`src/rtl/cpu_fetch_pkg.sv`:
```
// Shared definitions for the multicycle instruction fetch stage:
// FSM state encoding, reset/step defaults and the word-alignment mask.
package cpu_fetch_pkg;

    typedef enum logic {
        IDLE = 1'b0,
        WAIT = 1'b1
    } fetch_state_e;

    localparam logic [31:0] DEFAULT_RESET_PC = 32'h0000_0000;
    localparam int unsigned DEFAULT_PC_STEP  = 4;

    // Clears the two byte-offset bits; callers slice it to their address width.
    localparam logic [63:0] WORD_ALIGN_MASK = ~64'h3;

endpackage

```
`src/rtl/fetch_pc_reg.sv`:
```
// Program counter with aligned redirect load, post-commit increment and a
// latch that holds a redirect target arriving while a fetch is in flight.
module fetch_pc_reg
    import cpu_fetch_pkg::*;
#(
    parameter int unsigned             ADDR_WIDTH = 32,
    parameter logic [ADDR_WIDTH-1:0]   RESET_PC   = ADDR_WIDTH'(DEFAULT_RESET_PC),
    parameter int unsigned             PC_STEP    = DEFAULT_PC_STEP
) (
    input  logic                  clk,
    input  logic                  rst_n,
    input  logic [ADDR_WIDTH-1:0] redirect,
    input  logic                  load_en,
    input  logic                  load_from_latch,
    input  logic                  inc_en,
    input  logic                  latch_en,
    output logic [ADDR_WIDTH-1:0] redirect_aligned,
    output logic [ADDR_WIDTH-1:0] pc
);

    localparam logic [ADDR_WIDTH-1:0] ALIGN_MASK = WORD_ALIGN_MASK[ADDR_WIDTH-1:0];

    logic [ADDR_WIDTH-1:0] target_q;

    assign redirect_aligned = redirect & ALIGN_MASK;

    // NOTE: sequential state uses non-blocking assignments so every register
    // samples pre-edge values regardless of statement order.
    always_ff @(posedge clk or negedge rst_n) begin
        if (!rst_n) begin
            pc       <= RESET_PC;
            target_q <= RESET_PC;
        end else begin
            if (load_en) begin
                pc <= load_from_latch ? target_q : redirect_aligned;
            end else if (inc_en) begin
                pc <= pc + ADDR_WIDTH'(PC_STEP);
            end
            if (latch_en) begin
                target_q <= redirect_aligned;
            end
        end
    end

endmodule

```
`src/rtl/instr_fetch_unit.sv`:
```
// Multicycle fetch stage: issues one instruction-memory read per request,
// strobes the fetched word into the instruction register, handles redirects.
module instr_fetch_unit
    import cpu_fetch_pkg::*;
#(
    parameter int unsigned             DATA_WIDTH = 32,
    parameter int unsigned             ADDR_WIDTH = 32,
    parameter logic [ADDR_WIDTH-1:0]   RESET_PC   = ADDR_WIDTH'(DEFAULT_RESET_PC),
    parameter int unsigned             PC_STEP    = DEFAULT_PC_STEP
) (
    input  logic                  clk,
    input  logic                  rst_n,
    input  logic                  FetchStart,
    input  logic                  PCWrite,
    input  logic [ADDR_WIDTH-1:0] PCNext,
    output logic                  MemReq,
    output logic [ADDR_WIDTH-1:0] MemAddr,
    input  logic [DATA_WIDTH-1:0] MemRdata,
    input  logic                  MemReady,
    output logic [DATA_WIDTH-1:0] InstructionOut,
    output logic                  IRWrite,
    output logic [ADDR_WIDTH-1:0] PCOut,
    output logic                  Busy,
    output logic [31:0]           FetchCount
);

    fetch_state_e          state_q, state_d;
    logic                  squash_q;
    logic                  launch, commit, squash_done;
    logic [ADDR_WIDTH-1:0] redirect_aligned;
    logic [ADDR_WIDTH-1:0] pc;

    always_ff @(posedge clk or negedge rst_n) begin
        if (!rst_n) begin
            state_q <= IDLE;
        end else begin
            state_q <= state_d;
        end
    end

    // NOTE: every combinational output gets a default first so no path
    // through the case statement can infer a latch.
    always_comb begin
        state_d     = state_q;
        launch      = 1'b0;
        commit      = 1'b0;
        squash_done = 1'b0;
        case (state_q)
            IDLE: begin
                if (FetchStart) begin
                    launch  = 1'b1;
                    state_d = WAIT;
                end
            end
            WAIT: begin
                if (MemReady) begin
                    state_d = IDLE;
                    // A redirect arriving with the data still kills the word.
                    if (squash_q || PCWrite) begin
                        squash_done = 1'b1;
                    end else begin
                        commit = 1'b1;
                    end
                end
            end
            default: state_d = IDLE;
        endcase
    end

    fetch_pc_reg #(
        .ADDR_WIDTH (ADDR_WIDTH),
        .RESET_PC   (RESET_PC),
        .PC_STEP    (PC_STEP)
    ) u_pc (
        .clk              (clk),
        .rst_n            (rst_n),
        .redirect         (PCNext),
        .load_en          ((state_q == IDLE && PCWrite) || squash_done),
        .load_from_latch  (squash_done && !PCWrite),
        .inc_en           (commit),
        .latch_en         (state_q == WAIT && PCWrite),
        .redirect_aligned (redirect_aligned),
        .pc               (pc)
    );

    always_ff @(posedge clk or negedge rst_n) begin
        if (!rst_n) begin
            squash_q       <= 1'b0;
            MemAddr        <= RESET_PC;
            InstructionOut <= '0;
            IRWrite        <= 1'b0;
            FetchCount     <= '0;
        end else begin
            if (state_q == WAIT) begin
                if (MemReady) begin
                    squash_q <= 1'b0;
                end else if (PCWrite) begin
                    squash_q <= 1'b1;
                end
            end else begin
                squash_q <= 1'b0;
            end

            if (launch) begin
                MemAddr <= PCWrite ? redirect_aligned : pc;
            end

            if (commit) begin
                InstructionOut <= MemRdata;
                FetchCount     <= FetchCount + 32'd1;
            end
            IRWrite <= commit;
        end
    end

    // The state register doubles as the request/busy flop.
    assign MemReq = (state_q == WAIT);
    assign Busy   = (state_q == WAIT);
    assign PCOut  = pc;

endmodule

```
`config.mk`:
```
export PLATFORM = sky130hd
export DESIGN_NAME = instr_fetch_unit
export DESIGN_NICKNAME = d
export VERILOG_FILES = /design/src/rtl/cpu_fetch_pkg.sv /design/src/rtl/fetch_pc_reg.sv /design/src/rtl/instr_fetch_unit.sv
export SDC_FILE = /design/constraint.sdc
export NUM_CORES = 1
export LEC_CHECK = 0
export CELL_PAD_IN_SITES_DETAIL_PLACEMENT = 0
export CELL_PAD_IN_SITES_GLOBAL_PLACEMENT = 1
export CORE_ASPECT_RATIO = 1.1
export CORE_MARGIN = 8
export CORE_UTILIZATION = 42
export CTS_BUF_LIST = sky130_fd_sc_hd__clkbuf_4
export CTS_CLUSTER_DIAMETER = 50
export CTS_CLUSTER_SIZE = 14
export DETAILED_ROUTE_END_ITERATION = 12
export PLACE_DENSITY_LB_ADDON = 0.05
export SYNTH_ARGS = -nofsm -noshare
export SYNTH_HDL_FRONTEND = slang
export SYNTH_HIERARCHICAL = 1
export SYNTH_SLANG_ARGS = --single-unit
```
`constraint.sdc`:
```
create_clock -name clk -period 8.3 [get_ports clk]
set_input_delay 1.66 -clock clk [delete_from_list [all_inputs] [get_ports clk]]
set_output_delay 1.66 -clock clk [all_outputs]
set_load 0.05 [all_outputs]
```
* Word level (Yosys, flattened, before mapping)
Index checks and enable logic that the tools add are counted.
** Operators by class
- $add $sub $neg :: 2
- Mux-type cells :: 17
- Reductions and logical operators :: 7
- Equality and inequality tests :: 1
- Bitwise operators :: 1
** Operators with widths (number)
- 32-bit 2-to-1 mux :: 4
- 32-bit by 1-bit adder with 32-bit output (second input constant) :: 1
- 32-bit by 3-bit adder with 32-bit output (second input constant) :: 1
- 1-bit 2-to-1 mux :: 12
- 1-bit logical AND :: 3
- 3-bit != test (second input constant) :: 1
- 1-bit logical OR :: 2
- 1-bit case mux with 2 select lines :: 1
- 2-bit nonzero test :: 1
- 1-bit zero test :: 1
- 1-bit NOT :: 1
** Storage, ports and cells
- Register bits :: 161
- Input port bits :: 69
- Output and inout port bits :: 131

* Longest topological paths before layout
- Depth in word-level cells :: 7
- Mapped depth :: 11
- Depth with buffers taken out :: 6

* Modules after synthesis
The synthesis kept the hierarchy.
** Modules (own cells, without submodules)
- instr_fetch_unit :: seq. area each 2477.4 um^2, instances 1, cells an instance 428, area each 4289.1 um^2
- fetch_pc_reg :: seq. area each 1501.4 um^2, instances 1, cells an instance 340, area each 3474.6 um^2

* Worst setup path after synthesis
No wires, ideal clock.
- Path type :: input-to-reg
- Start :: in PCWrite
- End :: reg u_pc.pc[27]
- Stages :: 11
- Data required time :: 8.176 ns
- Arrival time :: 3.944 ns
- Buffers on the path :: 5
- Path slack :: 4.232 ns
- Cells stage by stage :: buf_6 > nand4bb_4 > buf_6 > inv_2 > clkbuf_1 > buf_2 > nand4_2 > or3_1 > clkbuf_1 > o31a_1 > o31a_1
** RTL lines
- start, declared :: RTL line instr_fetch_unit.sv:14 : input logic PCWrite,
- 1-bit logical OR :: RTL line instr_fetch_unit.sv:59 : if (squash_q || PCWrite) begin
- 1-bit 2-to-1 mux :: RTL line instr_fetch_unit.sv:59
- 1-bit 2-to-1 mux :: RTL line instr_fetch_unit.sv:56 : if (MemReady) begin
- 1-bit 2-to-1 mux :: RTL line instr_fetch_unit.sv:48 : case (state_q)
- via commit :: RTL line instr_fetch_unit.sv:29 : logic launch, commit, squash_done;
- 2-bit nonzero test (no line)
- end signal, assigned :: RTL line fetch_pc_reg.sv:35 : pc <= load_from_latch ? target_q : redirect_aligned;
- end signal, assigned :: RTL line fetch_pc_reg.sv:37 : pc <= pc + ADDR_WIDTH'(PC_STEP);
- end, declared :: RTL line fetch_pc_reg.sv:18 : output logic [ADDR_WIDTH-1:0] pc
The timed path passes the listed nets, and every way through them passes these cells.
A chain may end at the register's enable or synchronous reset.

* Worst setup path after layout
- Start :: in PCWrite
- End :: reg u_pc.pc[27]
** On the way
- Cells in the longest elaborated chain, start to end :: 7
** Ends and longest elaborated chain
- 1-bit logical OR :: RTL line instr_fetch_unit.sv:59
- 1-bit 2-to-1 mux :: RTL line instr_fetch_unit.sv:59
- 1-bit 2-to-1 mux :: RTL line instr_fetch_unit.sv:56
- 1-bit 2-to-1 mux :: RTL line instr_fetch_unit.sv:48
- 1-bit logical AND :: RTL line instr_fetch_unit.sv:79 : .load_from_latch (squash_done && !PCWrite),
- 32-bit 2-to-1 mux :: RTL line fetch_pc_reg.sv:35
- 32-bit 2-to-1 mux :: RTL line fetch_pc_reg.sv:34 : if (load_en) begin
Parallel ways exist; a longest one is shown, timed or not.

==> results.sh <==
export IMPL_postCtsSetupBuffers=0
export IMPL_fin_util_pct=54.5
export IMPL_syn_to_final_growth_pct=28.4
export IMPL_cp_required_ps=8720
export IMPL_wire_per_inst_um=17.5
export IMPL_setup_viol_count_final=0
export IMPL_cts_tree="built"
export IMPL_crit_path_start_kind="input pin"
export IMPL_rrSetupSlack_ps=4650
export IMPL_ys_flop_type="dfrtp_1"
export IMPL_hold_depth=1
export IMPL_io_buffer_count=195
export IMPL_drive_gt1_share_pct=8.97
export IMPL_power_leakage_nw=4.30
export IMPL_rows=52
export IMPL_crit_arrival_ps=5140
export IMPL_postRouteAntennaNets=0
export IMPL_cap_violations=0
export IMPL_dieArea_sq_um=23100
export IMPL_yosysWarnings=6
export IMPL_cts_buffer_depth=2
export IMPL_status="complete, no violations"
export IMPL_start_util_pct=42.5
export IMPL_first_global_vias=6269
export IMPL_async_reset_ff_share_pct=100
export IMPL_drt_initial_drc_count=266
export IMPL_min_from="FetchCount[31]$_DFFE_PN0P_"
export IMPL_gp_congestion=0.789
export IMPL_critical_path_class="input pin to flop"
export IMPL_coreArea_sq_um=18300
export IMPL_cts_sinks=159
export IMPL_synth_seq_area_share_pct=51.2
export IMPL_timing_rr_end="u_pc/pc[27]$_DFFE_PN0N_"
export IMPL_fin_tns_setup_ps=0
export IMPL_avgSynthCellArea_sq_um=10.1
export IMPL_postCtsHoldBufs=0
export IMPL_layout_nets=985
export IMPL_grt_ovfl_total=0
export IMPL_drc=0
export IMPL_mostFrequentLayoutCells="193 x clkdlybuf4s50_1, 169 x nand2_1, 159 x dfrtp_1, 49 x mux2i_1, 35 x mux2_2"
export IMPL_cts_resized=0
export IMPL_viasPerCell=5.13
export IMPL_vdd_drop_max_v=0.000118
export IMPL_cp_end_kind="flop"
export IMPL_cts_htree_levels=4
export IMPL_syn_area_sq_um=7760
export IMPL_p_per_area_nw_per_um2=262
export IMPL_synth_distinct_cells=44
export IMPL_maxSlewViolCount=0
export IMPL_grt_max_degree=88
export IMPL_antenna_found_initial=1
export IMPL_syn_inst=768
export IMPL_skew_ps=19.7
export IMPL_min_period_ps=4720
export IMPL_crit_path_cell_trace="buf_2 > buf_4 > nand4bb_4 > inv_2 > nand4_2 > or3_1 > o31a_1 > o31a_1"
export IMPL_synth_edf_count=0
export IMPL_timing_final_crit_share_pct=56.8
export IMPL_grt_usage_pct=18.3
export IMPL_clk_latency_ps=540
export IMPL_max_freq_mhz=212
export IMPL_ios=200
export IMPL_postLayoutCellArea_sq_um=9970
export IMPL_cts_root_buf="clkbuf_4"
export IMPL_clkTransAtPathRegs_ps=120
export IMPL_cts_inserted_buffers=17
export IMPL_placed_area_sq_um=9630
export IMPL_die_x_um=146
export IMPL_rsz0062_at_grt="no"
export IMPL_vias=5997
export IMPL_layoutNonFillerInstCount=1169
export IMPL_r2r_start="Busy$_DFF_PN0_"
export IMPL_dp_hpwl_um=14400
export IMPL_path_max_fanout=47
export IMPL_cpMostUsedCell="o31a_1"
export IMPL_die_h_um=159
export IMPL_drt_total_wl_um=20400
export IMPL_hp_class="flop to flop"
export IMPL_drt_first_pass_iters=4
export IMPL_cp_slowest_stage_delay_ps=850
export IMPL_dp_cells=1138
export IMPL_mostFrequentLayoutCell="clkdlybuf4s50_1"
export IMPL_synth_seq_cells=159
export IMPL_grt_pass1_wl_um=33700
export IMPL_worst_pin_slew_ps=1100
export IMPL_slowest_stage="inv_2"
export IMPL_r2r_cells=6
export IMPL_maxSlewHeadroom_pct=26.7
export IMPL_hold_violations=0
export IMPL_min_to="FetchCount[31]$_DFFE_PN0P_"
## per-stage QoR
step / hold WS [ps] / setup WS [ps] / total power [mW]
CTS: 483 / 3560 / 2.65
global route: 513 / 3280 / 2.74
global placement: 456 / 3010 / 2.08
detailed placement: 462 / 2960 / 2.10
finish: 479 / 3580 / 2.61
floorplan: 475 / 4230 / 1.72
## cells by family (layout without fill, tap and decap cells)
logic type / Yosys count / in the layout / share of synthesized area [%]
AND/OR/NAND/NOR: 302 / 302 / 18.5
flip-flops: 159 / 159 / 51.2
buffers and inverters: 89 / 243 / 6.41
AO/OA/AOI/OAI: 88 / 88 / 7.24
multiplexers: 84 / 84 / 11.4
XOR/XNOR: 43 / 43 / 4.85
adder cells (fa/ha/maj): 2 / 2 / 0.322
other: 1 / 5 / 0.0483
## per-layer routing
layer	GRT usage, %	part of all wire [%]	wire [um]
met1	21.8	43	8760
met2	32.4	52	10600
met3	4.26	4.9	1000
met4	5.16	0.55	112
met5	0	0	0
## how the worst max path moves through the flow
stage / depth (start not counted) / start / end / slack (ps)
after floorplan: 11 / PCWrite / u_pc/pc[27]$_DFFE_PN0N_ / 4230
after global placement: 8 / PCWrite / u_pc/pc[27]$_DFFE_PN0N_ / 3010
after detailed placement: 8 / PCWrite / u_pc/pc[27]$_DFFE_PN0N_ / 2960
after CTS: 8 / PCWrite / u_pc/pc[27]$_DFFE_PN0N_ / 3560
after global routing: 8 / PCWrite / u_pc/pc[31]$_DFFE_PN0N_ / 3280
final: 8 / PCWrite / u_pc/pc[27]$_DFFE_PN0N_ / 3580
## power by group
| part | leakage [nW] | internal [mW] | switching [mW] |
|---|---|---|---|
| Combinational | 2.18 | 0.352 | 0.658 |
| Sequential | 1.95 | 0.930 | 0.130 |
| Clock | 0.175 | 0.268 | 0.270 |
## state kept, by name (all words and copies together) (netlist names)
name	flops
FetchCount	32
InstructionOut	32
MemAddr	32
u_pc/pc	30
u_pc/target_q	30
Busy	1
IRWrite	1
squash_q	1
## synth_stat cells, drive strengths merged, types with 2 or more instances
cell type,n,share of area (%)
and3,9,0.73
mux2,35,5.1
or2,2,0.16
a31oi,3,0.24
nand2,169,8.2
o31a,14,1.6
nor4,21,1.9
o21ai,41,2.6
nor2,21,1.0
buf,49,4.5
nor3,12,0.77
ha,2,0.32
a211oi,9,0.87
nor2b,9,0.73
o211ai,4,0.39
inv,13,0.63
and4,3,0.34
or4,4,0.48
a311o,3,0.39
nand3,19,1.2
mux2i,49,6.3
dfrtp,159,51
xor2,21,2.4
clkbuf,27,1.3
xnor2,22,2.5
nand4,22,1.9
a21oi,10,0.64
or3,6,0.48
and2,3,0.24
## layout make-up
class                   instances  area [sq um]
diodes                          1          2.50
fillers                      1657          8320
clock buffers                  18           135
flip-flops and latches        159          3980
multi-input cells             523          3320
well taps                     243           304
clock inverters                12           194
inverters                      13          48.8
repair buffers                200          1990
## critical path, delay by kind of cell
family,cells,cell delay (ps)
AO/OA/AOI/OAI,2,620
AND/OR/NAND/NOR,3,1560
buffers and inverters,3,1270
Power figures use the tool's default switching activity.
